==> config.mk <==
export PLATFORM = sky130hd
export DESIGN_NAME = rgb_yuv_encoder
export DESIGN_NICKNAME = d
export VERILOG_FILES = /design/src/rtl/rgb_yuv_pkg.sv /design/src/rtl/rgb_yuv_clip.sv /design/src/rtl/rgb_yuv_encoder.sv
export SDC_FILE = /design/constraint.sdc
export NUM_CORES = 1
export LEC_CHECK = 0
export CAP_MARGIN = 20
export CORE_MARGIN = 2
export CORE_UTILIZATION = 34
export CTS_CLUSTER_SIZE = 16
export DETAILED_ROUTE_END_ITERATION = 8
export PLACE_DENSITY_LB_ADDON = 0.25
export RECOVER_POWER = 25
export SLEW_MARGIN = 20
export SYNTH_ARGS = -nofsm -noshare
export SYNTH_HDL_FRONTEND = slang
export SYNTH_SLANG_ARGS = --single-unit
export TNS_END_PERCENT = 30
==> constraint.sdc <==
create_clock -name CLOCK_50_I -period 10.3 [get_ports CLOCK_50_I]
set_input_delay 2.575 -clock CLOCK_50_I [delete_from_list [all_inputs] [get_ports CLOCK_50_I]]
set_output_delay 2.575 -clock CLOCK_50_I [all_outputs]
set_load 0.03 [all_outputs]
==> src/rtl/rgb_yuv_pkg.sv <==
// rgb_yuv_pkg: BT.601 studio-range coefficients, accumulator init values and FSM states
package rgb_yuv_pkg;
  localparam logic signed [31:0] CY_R = 32'sd16843;
  localparam logic signed [31:0] CY_G = 32'sd33030;
  localparam logic signed [31:0] CY_B = 32'sd6423;
  localparam logic signed [31:0] CU_R = -32'sd9699;
  localparam logic signed [31:0] CU_G = -32'sd19071;
  localparam logic signed [31:0] CU_B = 32'sd28770;
  localparam logic signed [31:0] CV_R = 32'sd28770;
  localparam logic signed [31:0] CV_G = -32'sd24117;
  localparam logic signed [31:0] CV_B = -32'sd4653;
  localparam logic signed [31:0] ROUND = 32'sd32768;
  localparam logic signed [31:0] Y_INIT = (32'sd16 <<< 16) + ROUND;
  localparam logic signed [31:0] UV_INIT = (32'sd128 <<< 16) + ROUND;
  typedef enum logic [2:0] {IDLE, MUL_R, MUL_G, MUL_B, OUT} state_t;
endpackage

==> src/rtl/rgb_yuv_clip.sv <==
// rgb_yuv_clip: clamp a signed 16.16 accumulator to an unsigned 8-bit pixel
module rgb_yuv_clip (
  input  logic signed [31:0] acc,
  output logic [7:0]         pix
);
  logic unused_frac;
  assign unused_frac = ^acc[15:0];
  assign pix = acc[31] ? 8'd0 : |acc[30:24] ? 8'd255 : acc[23:16];
endmodule

==> src/rtl/rgb_yuv_encoder.sv <==
// rgb_yuv_encoder: RGB to BT.601 YUV, three shared multipliers sequenced over R/G/B, optional 4:2:2
module rgb_yuv_encoder
  import rgb_yuv_pkg::*;
#(
  parameter bit CHROMA_422 = 1'b1
) (
  input  logic       CLOCK_50_I,
  input  logic       resetn,
  input  logic       in_valid,
  output logic       in_ready,
  input  logic [7:0] in_R,
  input  logic [7:0] in_G,
  input  logic [7:0] in_B,
  input  logic       in_sol,
  output logic       out_valid,
  input  logic       out_ready,
  output logic [7:0] out_Y,
  output logic [7:0] out_U,
  output logic [7:0] out_V,
  output logic       out_uv_valid
);
  state_t state;
  logic [7:0] r, g, b, y_c, u_c, v_c, u_e, v_e, avg_u, avg_v;
  logic sol_l, parity, pix_odd, odd, accept;
  logic signed [31:0] acc_y, acc_u, acc_v, px, cy, cu, cv, sum_y, sum_u, sum_v;
  assign in_ready = state == IDLE || (state == OUT && out_ready);
  assign accept = in_valid && in_ready;
  // one channel per cycle feeds all three accumulators
  always_comb begin
    px = state == MUL_R ? signed'({24'd0, r}) : state == MUL_G ? signed'({24'd0, g}) : signed'({24'd0, b});
    cy = state == MUL_R ? CY_R : state == MUL_G ? CY_G : CY_B;
    cu = state == MUL_R ? CU_R : state == MUL_G ? CU_G : CU_B;
    cv = state == MUL_R ? CV_R : state == MUL_G ? CV_G : CV_B;
    sum_y = (state == MUL_R ? Y_INIT : acc_y) + cy * px;
    sum_u = (state == MUL_R ? UV_INIT : acc_u) + cu * px;
    sum_v = (state == MUL_R ? UV_INIT : acc_v) + cv * px;
  end
  rgb_yuv_clip clip_y (.acc(sum_y), .pix(y_c));
  rgb_yuv_clip clip_u (.acc(sum_u), .pix(u_c));
  rgb_yuv_clip clip_v (.acc(sum_v), .pix(v_c));
  assign odd = CHROMA_422 && !sol_l && parity;
  assign avg_u = 8'((u_e + u_c + 9'd1) >> 1);
  assign avg_v = 8'((v_e + v_c + 9'd1) >> 1);
  always_ff @(posedge CLOCK_50_I or negedge resetn) begin
    if (!resetn) begin
      state <= IDLE;
      {r, g, b, sol_l} <= '0;
      {acc_y, acc_u, acc_v} <= '0;
      {u_e, v_e, parity, pix_odd} <= '0;
      {out_valid, out_uv_valid, out_Y, out_U, out_V} <= '0;
    end else begin
      if (accept) begin
        r <= in_R;
        g <= in_G;
        b <= in_B;
        sol_l <= in_sol;
      end
      case (state)
        IDLE: state <= accept ? MUL_R : IDLE;
        MUL_R, MUL_G: begin
          acc_y <= sum_y;
          acc_u <= sum_u;
          acc_v <= sum_v;
          state <= state == MUL_R ? MUL_G : MUL_B;
        end
        MUL_B: begin
          out_Y <= y_c;
          out_U <= odd ? avg_u : u_c;
          out_V <= odd ? avg_v : v_c;
          out_uv_valid <= !CHROMA_422 || odd;
          out_valid <= 1'b1;
          pix_odd <= odd;
          if (CHROMA_422 && !odd) begin
            u_e <= u_c;
            v_e <= v_c;
          end
          state <= OUT;
        end
        OUT: if (out_ready) begin
          out_valid <= 1'b0;
          out_uv_valid <= 1'b0;
          parity <= !pix_odd;
          state <= accept ? MUL_R : IDLE;
        end
        default: state <= IDLE;
      endcase
    end
  end
endmodule

---- Word level (Yosys, flattened, before mapping) ----
Index checks and enable logic that the tools add are counted.
storage, ports and cells
  word-level logic and storage cells ...... 74
  output and inout port bits .............. 27
  flip-flop bits (word level) ............. 168
operators by class
  multiply operators ...................... 3
  bitwise logic cells ..................... 1
  equal/unequal tests ..................... 5
  reduce and logical (&&, ||, !) cells .... 15
  mux-type cells .......................... 26
  add/sub/neg operators ................... 7
operators by type and width
  kind                   count
  $mux W32               6
  $mux W8                10
  $add A32 B32 Y32       2
  $mul A32 B9 Y32        2
  $add A32 B25 Y32       1
  $mux W16               2
  $mul A16 B8 Y24        1
  $reduce_or A7 Y1       3
  $add A8 B8 Y9          2
  $add A9 B1 Y9 const B  2
  $mux W15               1
  $pmux W3 S4            1
  $eq A3 B2 Y1 const B   2
  $reduce_and A2 Y1      3
  $pmux W1 S2            2
  $eq A3 B1 Y1 const B   1
  $eq A3 B3 Y1 const B   1
  $logic_and A1 B1 Y1    3
  $logic_not A3 Y1       1
  $mux W1                3
  $mux W3                1
  $logic_not A1 Y1       2
  $ne A2 B2 Y1 const B   1
  $reduce_bool A2 Y1     1
  3 further kinds        3

---- Logic depth before layout (Yosys ltp) ----
Gate-level depths: netlist of run 1.
  word-level depth ........................ 11
  gate-level depth with buffers ........... 44
  depth with buffers taken out ............ 42

---- Modules after synthesis ----
A second synthesis of run 1 with hierarchy kept.
second synthesis, totals
  cells, all modules ...................... 2440
  area, all modules ....................... 22381.5 um^2
modules (own cells, without submodules)
  module           area an instance (um^2)  seq. area each (um^2)  cells each  instances
  rgb_yuv_encoder  22039.9                  4204.0                 2380        1
  rgb_yuv_clip     113.9                    0.0                    20          3

---- Worst setup path before layout of run 1 ----
No wires, ideal clock.
  kind .................................... register to register
  from .................................... register state[0]
  to ...................................... register out_V[7]
  slack ................................... 894 ps
  data arrival time ....................... 9271 ps
  stages on the path, launching flop included .. 40
  setup time .............................. 135 ps
  path buffers ............................ 3
  path through ............................ dfrtp_1 > xor2_1 > nand2b_1 > clkbuf_1 > inv_1 > nand2_1 > clkbuf_1 > nand2_1 > a21oi_1 > inv_1 > fa_1 > fa_1 > fa_1 > inv_1 > fa_1 > inv_1 > fa_1 > inv_1 > [... 4 more ...] > a21oi_2 > nor3_1 > or3_1 > or3_1 > a221oi_2 > nand4_2 > o21a_1 > or2_2 > fa_1 > a21o_1 > a21o_1 > a21o_1 > a21oi_1 > o21ai_0 > a21oi_1 > nand2_1 > o21ai_0 > o21ai_0
on the way
  word-level cells in the longest chain between the ends .. 11
  elaborated cells between the ends (all ways) .. 16
ends and longest elaborated chain
  what                                        line                                          RTL
  from (decl)                                 rgb_yuv_encoder.sv:22                         state_t state;
  from (signal assigned)                      rgb_yuv_encoder.sv:59                         IDLE: state <= accept ? MUL_R : IDLE;
  from (signal assigned)                      rgb_yuv_encoder.sv:64                         state <= state == MUL_R ? MUL_G : MUL_B;
  from (signal assigned)                      rgb_yuv_encoder.sv:83                         state <= accept ? MUL_R : IDLE;
  $eq A3 B2 Y1                                rgb_yuv_encoder.sv:30, rgb_yuv_encoder.sv:33
  $mux W8 / $mux W15 (equally long branches)  rgb_yuv_encoder.sv:30, rgb_yuv_encoder.sv:33
  $mux W8 / $mux W32 (equally long branches)  rgb_yuv_encoder.sv:30, rgb_yuv_encoder.sv:33
  $mul A32 B9 Y32                             rgb_yuv_encoder.sv:36                         sum_v = (state == MUL_R ? UV_INIT : acc_v) + cv * px;
  $add A32 B32 Y32                            rgb_yuv_encoder.sv:36
  $reduce_or A7 Y1                            rgb_yuv_clip.sv:8                             assign pix = acc[31] ? 8'd0 : |acc[30:24] ? 8'd255 : acc[23:16];
  $mux W8 (2 in series)                       rgb_yuv_clip.sv:8
  $add A8 B8 Y9                               rgb_yuv_encoder.sv:43                         assign avg_v = 8'((v_e + v_c + 9'd1) >> 1);
  $add A9 B1 Y9                               rgb_yuv_encoder.sv:43
  $mux W8                                     rgb_yuv_encoder.sv:69                         out_V <= odd ? avg_v : v_c;
  to (signal assigned)                        rgb_yuv_encoder.sv:69
  to (decl)                                   rgb_yuv_encoder.sv:19                         output logic [7:0] out_V,
Parallel ways exist; a longest one is shown, timed or not.
A chain may end at the register's enable or synchronous reset.

---- Worst setup path in the final report of run 1 ----
  from .................................... register state[1]
  to ...................................... register out_V[5]
Same word-level chain as after synthesis.

==> run_results.csv, run 1 <==
group,metric,value,unit
run_status,status,"complete, no violations",
synth,synth_edf_count,0,
placement,hpwl,52000,microns
synth,synth.top_cell.area_share,24.7,%
clock_tree,cts_made_buffers,17,
synth,ys_seq_area_share,18.7,%
cells_and_area,layout_commonest_cell,"inv_1",
synth,syn_area,22500,sq um
clock_tree,cts_tree,"built",
timing,slew_headroom,46.2,%
job,drv_cap,0,
min_path,min_from,"acc_v[15]",
synth,synthTopCellsByArea,"fa_1, dfrtp_1, ha_1",
global_route,grt_pass1_wl,102000,microns
setup_path,start_kind,"flip-flop",
synth,ys_async_sr_fraction,100,%
clock_tree,cts_sinks,168,
synth,synth_seq_cells,168,
clock_tree,cts_buffer_depth,2,
timing,clock_skew,16.9,ps
route,routed_wl,63100,microns
setup_path,crit_required,10650,ps
global_route,grt_overflow,0,
synth,ys.warnings.count,0,
setup_path,cp_slowest_cell,"fa_1",
synth,postSynthAreaPerCell,8.83,sq um
route,ant_nets,0,
cells_and_area,fin_area,24900,sq um
setup_path,r2r_start,"state[1]",
synth,synth_cell_type_count,78,
route,dr.pass1.iters,5,
clock_tree,htreeDepth,4,
timing,setup_viol,0,
route,drtIter0Drc,855,
global_route,grt_start_max_net_pins,109,
synth,synth_top_cell_by_area,"fa_1",
setup_path,crit_path_end_kind,"flip-flop",
cells_and_area,final_cell_mix,"inv_1, nand2_1, fa_1",
clock_tree,root_buffer,"clkbuf_16",
clock_tree,cts_resized,0,
timing,hold_viol,0,
synth,ys.flop_type,"dfrtp_1",
min_path,whs_path_depth,2,
cells_and_area,syn_to_final_growth,10.7,%
setup_path,rr_worst_depth,36,
min_path,hold_path_class,"flip-flop to flip-flop",
global_route,grt_antenna_before_repair,2,
setup_path,criticalPathCategory,"flip-flop to flip-flop",
cells_and_area,antenna_cells,0,
min_path,whs_endpoint,"acc_v[15]",
timing,max_clock_freq,0.103,GHz
cells_and_area,fin_nets,3147,
floorplan,num_rows,94,
clock_tree,hold_buffers,0,
setup_path,cpMostUsedCell,"fa_1",
setup_path,crit_path_max_incr_delay,580,ps
global_route,grt_usage,19.4,%
setup_path,cp_data_arrival_time,10100,ps
placement,dpl_cell_area,24200,sq um
floorplan,dieArea,68300,sq um
timing,final.period_utilization,94.6,%
global_route,grt_pass1_vias,18400,
floorplan,dieWidth,261,microns
placement,port_buffers,55,
floorplan,die_h,261,microns
floorplan,core,65600,sq um
synth,syn_inst,2550,
floorplan,start_util,34.3,%
route,wl_per_cell,18.2,microns
cells_and_area,drive_gt1_share,6.52,%
placement,gp_congestion,0.963,
clock_tree,clk_latency,500,ps
setup_path,r2r-end,"out_V[5]",
route,vias,17500,
clock_tree,cts.clk_slew.worst_paths,80,ps
setup_path,crit_family,"adder cells",
setup_path,crit_buf_inv,6,
clock_tree,post-cts-setup-buffer-count,0,
floorplan,io_pins,56,
route,drc,0,
setup_path,r2r_setup_slack,550,ps
setup_path,worst-path-max-fanout,47,
timing,max_slew.worst_pin.slew,805,ps
timing,slew_viol_final,0,
timing,layout_min_cycle_time,9750,ps
route,post_drt_via_cell_ratio,5.03,
-- per-stage QoR --
step                      utilization, %  instances  hold slack (ps)  TNS, ps  setup slack [ps]
final                               38.0       3473              465        0               552
after global routing                38.0       3473              496    -45.7             -23.9
after CTS                           37.8       3472              469        0               193
after detailed placement            36.9       3440              453        0               214
after global placement              36.9       3440              448        0               276
after floorplan                        -       2552              430        0               894
-- cell usage after synthesis, drive strengths merged, types with 13 or more instances --
| master | count |
|---|---|
| and2 | 51 |
| xor2 | 42 |
| o21a | 15 |
| a21o | 70 |
| dfrtp | 168 |
| nor2b | 13 |
| a31oi | 21 |
| nor2 | 105 |
| o21ai | 142 |
| inv | 467 |
| a211oi | 13 |
| clkbuf | 65 |
| nand2 | 349 |
| nor3 | 26 |
| nand2b | 21 |
| fa | 278 |
| and3 | 17 |
| o211ai | 18 |
| a21oi | 133 |
| nand3 | 45 |
| mux2 | 29 |
| ha | 244 |
| nand4 | 14 |
| xnor2 | 68 |
-- routing by layer --
metal	GRT usage [%]	vias to the layer above	share of wire, %
li1	-	8355	-
met1	26.1	8620	46
met2	31.8	400	47
met3	3.97	78	5.4
met4	5.32	2	2.2
met5	0	-	0.021
-- worst register-to-register path: cells and delay by family (launching register included) --
family / cells / cell delay [ps]
xor+xnor: 1 / 150
fa+ha+maj: 7 / 3360
simple gates: 9 / 1840
compound gates: 13 / 2870
buf+inv: 6 / 890
flops: 1 / 500
-- logic make-up after synthesis --
family	Yosys count	synth area share (%)
buffers and inverters	543	9.08
multiplexers	34	1.67
XOR/XNOR	110	4.31
flip-flops	168	18.7
AO/OA/AOI/OAI	489	14.2
AND/OR/NAND/NOR	682	13.8
other	2	0.0333
adder cells (fa/ha/maj)	522	38.3
-- state kept, by name (all words and copies together) (netlist names) --
name and count:
acc_u 32, u_e 8, acc_v 32, state 3, out_Y 8, b 8
sol_l 1, parity 1, pix_odd 1, out_V 8, out_U 8, out_valid 1
r 8, v_e 8, out_uv_valid 1, g 8, acc_y 32
-- how the worst max path moves through the flow --
stage | start | end | slack [ps] | depth (start not counted)
floorplan | state[0] | out_V[7] | 890 | 39
global placement | state[0] | out_U[7] | 280 | 40
detailed placement | state[0] | out_U[7] | 210 | 40
CTS | state[0] | out_U[7] | 190 | 40
global route | state[1] | out_U[7] | -20 | 41
finish | state[1] | out_V[5] | 550 | 36
-- final cells by class --
cell class                      count  area [sq um]
Clock buffer                       17           425
Inverter                          467          1750
Multi-Input combinational cell   1841         16400
Clock inverter                     15           153
Sequential cell                   168          4210
Fill cell                        6707         40700
Timing Repair Buffer              101           930
Tap cell                          864          1080
Power of run 1 is not shown: default switching activity piles up to over one toggle a cycle in this logic, so the estimate is an artifact.
==> run 2: changes to the inputs <==
- SKIP_LAST_GASP: default -> 1
==> results of run 2 <==
Same layout as run 1: the final DEF is identical, and so are final timing and power.
Power of run 2 is left out for the same reason.
==> run 3: changes to the inputs <==
- CTS_BUF_LIST: default -> sky130_fd_sc_hd__clkbuf_8
==> run_results.csv, run 3 (synthesized netlist as in run 1, its figures left out) <==
group,metric,value,unit
placement,port_buffers,55,
floorplan,num_rows,94,
clock_tree,cts_made_buffers,17,
cells_and_area,layout_commonest_cell,"inv_1",
setup_path,crit_path_end_kind,"flip-flop",
floorplan,dieWidth,261,microns
timing,max_clock_freq,0.103,GHz
setup_path,crit_required,10740,ps
global_route,grt_pass1_vias,18400,
job,drv_cap,2,
cells_and_area,final_cell_mix,"inv_1, nand2_1, fa_1",
setup_path,rr_worst_depth,38,
cells_and_area,antenna_cells,0,
clock_tree,cts_tree,"built",
timing,setup_tns,0,ps
global_route,grt_overflow,0,
timing,hold_viol,0,
run_status,status,"complete, but fails checks",
clock_tree,post-cts-setup-buffer-count,0,
global_route,grt_antenna_before_repair,2,
timing,clock_skew,14.6,ps
cells_and_area,drive_gt1_share,6.48,%
route,ant_nets,0,
route,post_drt_via_cell_ratio,5.05,
setup_path,start_kind,"flip-flop",
placement,gp_congestion,0.963,
setup_path,cp_data_arrival_time,10180,ps
setup_path,worst-path-max-fanout,23,
route,drtIter0Drc,945,
placement,hpwl,52000,microns
route,vias,17500,
setup_path,cp_slowest_cell,"fa_1",
floorplan,core,65600,sq um
timing,slew_headroom,-158,%
clock_tree,htreeDepth,4,
route,drc,0,
clock_tree,root_buffer,"clkbuf_8",
floorplan,start_util,34.3,%
clock_tree,cts_resized,0,
clock_tree,cts.clk_slew.worst_paths,110,ps
global_route,grt_pass1_wl,102000,microns
global_route,grt_start_max_net_pins,109,
clock_tree,cts_sinks,168,
cells_and_area,reg.largest.list,"acc_u (32), acc_v (32), acc_y (32)",
floorplan,io_pins,56,
clock_tree,clk_latency,580,ps
clock_tree,hold_buffers,0,
route,routed_wl,63300,microns
timing,slew_viol_final,111,
min_path,hold_path_class,"flip-flop to flip-flop",
run_status,violations,"capacitance limit, slew limit",
setup_path,crit_path_max_incr_delay,550,ps
timing,rsz0062_at_grt,"false",
timing,layout_min_cycle_time,9740,ps
timing,setup_viol,0,
cells_and_area,fillerInstances,6736,
setup_path,r2r_setup_slack,560,ps
route,wl_per_cell,18.2,microns
route,dr.pass1.iters,7,
clock_tree,cts_buffer_depth,2,
global_route,grt_usage,19.5,%
min_path,whs_path_depth,2,
floorplan,die_h,261,microns
cells_and_area,fin_nets,3147,
setup_path,criticalPathCategory,"flip-flop to flip-flop",
floorplan,dieArea,68300,sq um
cells_and_area,syn_to_final_growth,9.75,%
timing,final.period_utilization,94.6,%
timing,max_slew.worst_pin.slew,3870,ps
-- run 3: cell types whose count changed in the layout (fill, tap and decap cells not counted), sizes merged --
| cell | change |
|---|---|
| buf | -1 |
| clkbuf | +1 |
-- run 3: path summary, 6_finish.rpt --
| check | from | end |
|---|---|---|
| worst max-delay path | state[0] | out_V[5] |
| worst min-delay path | acc_v[15] | acc_v[15] |
| worst max register to register | state[0] | out_V[5] |
| worst min register to register | acc_v[15] | acc_v[15] |
| max in group asynchronous | resetn | acc_u[29] |
| min in group asynchronous | resetn | out_Y[0] |
-- run 3: critical path, delay by kind of cell (launching register included) --
family / cells / cell delay (ps)
AO/OA/AOI/OAI: 12 / 2400
XOR/XNOR: 1 / 150
adder cells (fa/ha/maj): 7 / 3360
buffers and inverters: 10 / 1290
flip-flops: 1 / 370
AND/OR/NAND/NOR: 8 / 2000
-- run 3: area by class of cell --
type,count,area [sq um],area share [%]
multi-input cells,1841,16400,66.3
well taps,864,1080,4.37
clock buffers,17,234,0.946
clock inverters,15,153,0.617
inverters,467,1750,7.09
flip-flops and latches,168,4210,17.0
repair buffers,101,896,3.62
-- run 3: layer usage --
layer	global-route usage, %	part of all wire (%)
met1	25.9	45
met3	4.21	5.7
met2	31.7	47
met4	5.82	2.6
met5	0	0.021
-- run 3: metrics by stage --
step | setup slack (ps) | hold slack [ps] | area (sq um) | util [%] | instances
3_5_place_dp | 214 | 453 | 24200 | 36.9 | 3440
3_3_place_gp | 276 | 448 | 24200 | 36.9 | 3440
6_report | 558 | 470 | 24700 | 37.7 | 3473
4_1_cts | 194 | 476 | 24600 | 37.5 | 3472
2_1_floorplan | 894 | 430 | 22500 | - | 2552
5_1_grt | 14.4 | 505 | 24700 | 37.7 | 3473
Power of run 3 is left out for the same reason.
